[src/rtl/fill_ones_d.sv]
// fill_ones_d: serially builds a data_width-bit thermometer word holding a
// requested number of ones at the LSB end, one bit per clock, with a
// start/busy/done handshake. Counts above data_width are clamped and flagged.
module fill_ones_d #(
  parameter int unsigned data_width  = 4,
  parameter int unsigned count_width = 3
) (
  input  logic                   clk,
  input  logic                   reset,
  input  logic                   start,
  input  logic [count_width-1:0] bit_count,
  output logic [data_width-1:0]  data,
  output logic                   bit_out,
  output logic                   bit_valid,
  output logic                   busy,
  output logic                   done,
  output logic                   sat
);

  localparam int unsigned IDX_W = (data_width > 1) ? $clog2(data_width) : 1;

  typedef enum logic [1:0] {
    IDLE  = 2'd0,
    SHIFT = 2'd1,
    DONE  = 2'd2
  } state_t;

  state_t                 state_q, state_d;
  logic [count_width-1:0] rem_q, rem_d;
  logic [IDX_W-1:0]       idx_q, idx_d;
  logic [data_width-1:0]  data_d;
  logic                   bit_out_d, bit_valid_d, busy_d, done_d, sat_d;

  logic                   over_c;
  logic [count_width-1:0] clamp_c;
  logic                   shift_bit_c;

  // Next-state and next-output logic; every register holds unless changed.
  always_comb begin
    state_d     = state_q;
    rem_d       = rem_q;
    idx_d       = idx_q;
    data_d      = data;
    bit_out_d   = bit_out;
    bit_valid_d = bit_valid;
    busy_d      = busy;
    done_d      = done;
    sat_d       = sat;

    over_c      = 32'(bit_count) > data_width;
    clamp_c     = over_c ? count_width'(data_width) : bit_count;
    shift_bit_c = (rem_q != '0);

    unique case (state_q)
      IDLE: begin
        done_d      = 1'b0;
        bit_valid_d = 1'b0;
        bit_out_d   = 1'b0;
        if (start) begin
          rem_d   = clamp_c;
          sat_d   = over_c;
          data_d  = '0;
          idx_d   = '0;
          busy_d  = 1'b1;
          state_d = SHIFT;
        end
      end

      SHIFT: begin
        // New bit enters at the MSB so the ones settle at the LSB end.
        data_d      = {shift_bit_c, data[data_width-1:1]};
        bit_out_d   = shift_bit_c;
        bit_valid_d = 1'b1;
        rem_d       = rem_q - count_width'(shift_bit_c);
        idx_d       = idx_q + IDX_W'(1);
        if (idx_q == IDX_W'(data_width - 1)) begin
          busy_d  = 1'b0;
          done_d  = 1'b1;
          state_d = DONE;
        end
      end

      DONE: begin
        done_d      = 1'b0;
        bit_valid_d = 1'b0;
        bit_out_d   = 1'b0;
        if (start) begin
          // Back-to-back accept: no idle cycle between words.
          rem_d   = clamp_c;
          sat_d   = over_c;
          data_d  = '0;
          idx_d   = '0;
          busy_d  = 1'b1;
          state_d = SHIFT;
        end else begin
          state_d = IDLE;
        end
      end

      default: state_d = IDLE;
    endcase
  end

  // State and output registers with asynchronous active-high reset.
  always_ff @(posedge clk or posedge reset) begin
    if (reset) begin
      state_q   <= IDLE;
      rem_q     <= '0;
      idx_q     <= '0;
      data      <= '0;
      bit_out   <= 1'b0;
      bit_valid <= 1'b0;
      busy      <= 1'b0;
      done      <= 1'b0;
      sat       <= 1'b0;
    end else begin
      state_q   <= state_d;
      rem_q     <= rem_d;
      idx_q     <= idx_d;
      data      <= data_d;
      bit_out   <= bit_out_d;
      bit_valid <= bit_valid_d;
      busy      <= busy_d;
      done      <= done_d;
      sat       <= sat_d;
    end
  end

endmodule

[config.mk]
export PLATFORM = sky130hd
export DESIGN_NAME = fill_ones_d
export DESIGN_NICKNAME = d
export VERILOG_FILES = /design/src/rtl/fill_ones_d.sv
export SDC_FILE = /design/constraint.sdc
export NUM_CORES = 1
export LEC_CHECK = 0
export BUFFER_PORTS_ARGS = -buffer_cell sky130_fd_sc_hd__buf_2
export CAP_MARGIN = 20
export CORE_MARGIN = 8
export CORE_UTILIZATION = 46
export CTS_CLUSTER_SIZE = 24
export DETAILED_ROUTE_END_ITERATION = 10
export PLACE_DENSITY = 0.72
export SYNTH_ARGS = -nofsm -noshare
export SYNTH_HDL_FRONTEND = slang
export SYNTH_SLANG_ARGS = --single-unit
export TNS_END_PERCENT = 5
[constraint.sdc]
create_clock -name clk -period 1.52 [get_ports clk]
set_input_delay 0 -clock clk [delete_from_list [all_inputs] [get_ports clk]]
set_output_delay 0 -clock clk [all_outputs]
set_load 0.02 [all_outputs]
Yosys cells after proc, flatten, opt, wreduce, memory -nomap -nowiden. Index checks and enable logic that the tools add are counted.

Register bits: 16. Output and inout port bits: 9.

Order comparisons: 1. Equal/unequal tests: 6. Add/sub/neg operators: 2. Multiplexer cells: 18. Reduce and logical (&&, ||, !) cells: 9.

Operator list (number): $pmux W1 S2 (4); $pmux W4 S2 (1); $reduce_and A2 Y1 (4); $mux W2 (3); $mux W3 (2); $pmux W2 S3 (1); $pmux W3 S2 (1); $eq A2 B2 Y1 const B (2); $mux W1 (4); $mux W4 (1); $ne A2 B2 Y1 const B (2); $pmux W2 S2 (1); $gt A3 B3 Y1 const B (1); $reduce_and A3 Y1 (1); $reduce_bool A3 Y1 (1); $sub A3 B1 Y3 (1); $add A2 B1 Y2 const B (1); $eq A2 B1 Y1 const B (1); $logic_not A2 Y1 (1); $ne A2 B1 Y1 const B (1); $reduce_bool A2 Y1 (1); $reduce_or A2 Y1 (1).

Logic depth before layout (Yosys ltp).
Depth after elaboration: 4. Mapped depth: 6. Depth with buffers taken out: 6.

Least setup slack after synthesis. No wires, ideal clock.

Path type: register to register. Start point: register rem_q[0]. End point: register rem_q[2]. Setup slack: -0.028 ns. Cell stages (with the launch flop): 7. Data arrival time: 1.417 ns. Cell sequence: dfrtp_1 or3_1 ha_1 ha_1 nor2b_1 xnor2_1 a21oi_1.

Longest elaborated chain between the ends: 3.

Ends and longest elaborated chain: from (decl) (line 29) `logic [count_width-1:0] rem_q, rem_d;`; from (signal assigned) (line 118) `rem_q <= rem_d;`; $reduce_bool A3 Y1 (line 52) `shift_bit_c = (rem_q != '0);`; $sub A3 B1 Y3 * (line 74) `rem_d = rem_q - count_width'(shift_bit_c);`; $pmux W3 S2 * (line 54) `unique case (state_q)`.

Mark *: on every way between the ends. The rest lies on a longest branch, timed or not. A chain may end at the register's enable or synchronous reset.

Final worst setup path. Same ends and word-level chain as after synthesis.

==> results.toml <==
[run_status]
status = "finished, violations left"
violations = "setup timing"

[detailed_routing]
viasPerCell = 5.07
dr.pass1.iters = 4
wl_per_cell_um = 14.6
via_count = 482
routed_wl_mm = 1.38
drt_iter0_drc = 5
drc = 0
final_antenna_net_count = 0

[die]
die_w_um = 55.7
die-area_um2 = 3100
std_cell_rows = 14
die_y_um = 55.7
initial_core_util = 0.486
placeableCoreArea_um2 = 1490
io_pins = 15

[timing]
max-slew-margin-rel = 0.587
setup_slack_ns = -0.0254
grt_setup_unrepaired = "true"
worstMarginPinSlew_ns = 0.618
finClkSkew_ns = 0.00202
setup_viol_count_final = 1
post-route-period-util = 1.02
finalHoldViolations = 0
fmax_mhz = 647
hold_slack_ns = 0.00326
maxSlewViolCount = 0
period_minus_slack_ns = 1.55

[grt]
grt_max_degree = 17
grt.total_usage = 0.0959
first_global_vias = 534
grt_first_pass_wirelength_mm = 2.46
grt_overflow_total = 0
antenna_found_initial = 0

[yosys]
yosysSeqAreaShare = 0.554
yosys.area.top_type = "dfrtp_1"
yosysWarnings = 0
synth_area_per_cell_um2 = 12.1
async_reset_ff_frac = 1.00
synthesis.nets = 69
synthTopCellsByCount = "dfrtp_1, inv_1, a22o_1, o21ai_0, nor2b_1"
ys_seq_elements = 16
ys_types = 24
synthesis.area_um2 = 723
synth_edf_count = 0
synth_top_cell_area_share = 0.554
synthCells = 60
yosysMostFrequentCell = "dfrtp_1"
yosys_most_used_dff = "dfrtp_1"
synthTopCellsByArea = "dfrtp_1, a22o_1, ha_1, a221oi_2, nor2b_1"

[power_and_ir_drop]
power.share.clock = 0.133
switching_power_w = 0.000834
leakage_nw = 0.444
p_comb_frac = 0.500
vdd_drop_max_v = 0.00106
power_w = 0.00215
power_density_nw_per_um2 = 2380
seqPwrFrac = 0.367
p_sw_frac = 0.387
internal-power_w = 0.00132

[place]
routabilityCongestion = 0.724
place_inst = 90
port_buffers = 14
post-place-ws_ns = -0.0704
hpwl_mm = 1.02

[finish]
seq_area_um2 = 400
layout-drive-gt1-share = 0.380
num_antenna_cells = 0
area_growth_pct = 24.9
nets = 89
multi_input_area_um2 = 329
fin_cells = 95
fillCellCount = 129

[clock_network]
clock_path_buffers = 2
cts_tree = "built"
clockRootBuffer = "clkbuf_4"
clock_sinks = 16
path_clk_slew_ns = 0.10
clock_latency_ns = 0.28
cts_max_level = 1
cts_made_buffers = 3
cts_setup_buffers = 0

[setup_path]
end_kind = "register"
worst-path-max-fanout = 2
crit_type = "reg2reg"
reg2regPathDepth = 6
r2r_start = "rem_q[0]"
worstPathArrival_ns = 1.76
worstSetupStartpointType = "register"
rr_endpoint = "rem_q[2]"
rrSetupSlack_ns = -0.03
critPathRequiredTime_ns = 1.74

[hold_path]
worst_hold_path.endpoint = "sat"
holdPathStages = 3
holdCritPathClass = "in2reg"
min_from = "bit_count[2]"

[job]
maxCapViolations = 0
-- placed cells by master, fill, tap and decap left out --
cell type / synthesis / routed
nand2b_2: 1 / 1
a21oi_1: 3 / 3
o21ai_0: 5 / 5
o21bai_1: 1 / 1
nand2_1: 1 / 1
xnor2_2: 0 / 1
ha_4: 0 / 2
nand2b_4: 1 / 1
and2_4: 1 / 1
ha_1: 3 / 1
a21boi_0: 1 / 1
a211oi_1: 1 / 1
dlygate4sd3_1: 0 / 1
a22o_1: 5 / 5
o211a_1: 1 / 1
or3_4: 0 / 1
inv_1: 6 / 6
a221oi_2: 2 / 2
nand2b_1: 1 / 1
clkbuf_4: 0 / 3
nor2b_1: 4 / 3
and2_1: 1 / 1
clkbuf_8: 0 / 1
nand3_1: 1 / 1
nor2b_4: 0 / 1
dfrtp_1: 16 / 16
buf_2: 0 / 14
o21a_1: 1 / 1
buf_4: 0 / 2
-- final cells by class --
class                           instances  area share
Sequential cell                        16       0.443
Clock buffer                            4      0.0402
Tap cell                               16      0.0222
Inverter                                6      0.0249
Timing Repair Buffer                   17       0.105
Multi-Input combinational cell         36       0.364
-- stage by stage --
| step | instance area [µm²] | util | setup TNS, ns |
|---|---|---|---|
| after floorplan | 731 | - | 0 |
| after global placement | 820 | 0.550 | -0.0175 |
| after detailed placement | 820 | 0.550 | -0.0704 |
| after CTS | 896 | 0.602 | -0.0802 |
| after global routing | 903 | 0.607 | -0.190 |
| final | 903 | 0.607 | -0.0254 |
-- sequential cells by signal, indices dropped and copies added, names as in the netlist --
| register | cells |
|---|---|
| sat | 1 |
| rem_q | 3 |
| bit_out | 1 |
| idx_q | 2 |
| state_q | 2 |
| busy | 1 |
| bit_valid | 1 |
| data | 4 |
| done | 1 |
-- critical path, stage by stage (launching register included) --
cell     delay [ns]
dfrtp_1        0.39
or3_4          0.41
ha_4           0.18
ha_4           0.14
nor2b_4        0.12
xnor2_2        0.13
a21oi_1        0.12
-- power groups by stage --
stage / clock network, W / registers (W) / logic [W]
after detailed placement: 0 / 0.000796 / 0.000988
after global routing: 0.000309 / 0.000824 / 0.00120
after global placement: 0 / 0.000783 / 0.000966
after CTS: 0.000285 / 0.000791 / 0.00107
after floorplan: 0 / 0.000912 / 0.000623
final: 0.000286 / 0.000790 / 0.00108
-- what timing repair did --
item / 4_1_cts / 5_1_grt
resized for setup: 5 / 1
endpoints found under the hold margin: 16 / 0
pin swaps: 4 / 3
setup endpoints to repair: 2 / 6
gates cloned: 0 / 0
hold buffers: 1 / 0
-- how the worst max path moves through the flow --
stage	startpoint	endpoint	slack (ns)	depth (start not counted)
CTS	rem_q[1]	rem_q[2]	-0.08	6
finish	rem_q[0]	rem_q[2]	-0.03	6
global placement	rem_q[0]	rem_q[2]	-0.02	6
floorplan	rem_q[0]	rem_q[2]	0.001	6
global route	rem_q[0]	rem_q[2]	-0.1	6
detailed placement	rem_q[0]	rem_q[2]	-0.07	6
-- kinds of logic (layout without fill, tap and decap cells) --
kind of cell | after synthesis | after routing | synth area share
AO/OA/AOI/OAI | 20 | 20 | 0.213
flip-flops | 16 | 16 | 0.554
AND/OR/NAND/NOR | 12 | 12 | 0.116
buffers and inverters | 8 | 27 | 0.0536
adder cells (fa/ha/maj) | 3 | 3 | 0.0519
XOR/XNOR | 1 | 1 | 0.0121
-- routing by layer --
metal  up-vias  part of all wire  global-route usage  routed length (µm)
met2         4              0.53               0.167                 739
met3         0             0.024              0.0274                  33
met1       227              0.44               0.112                 610
met4         0                 0              0.0211                   0
li1        251                 -                   -                   -
met5         -                 0                   0                   0
Power figures use the tool's default switching activity.
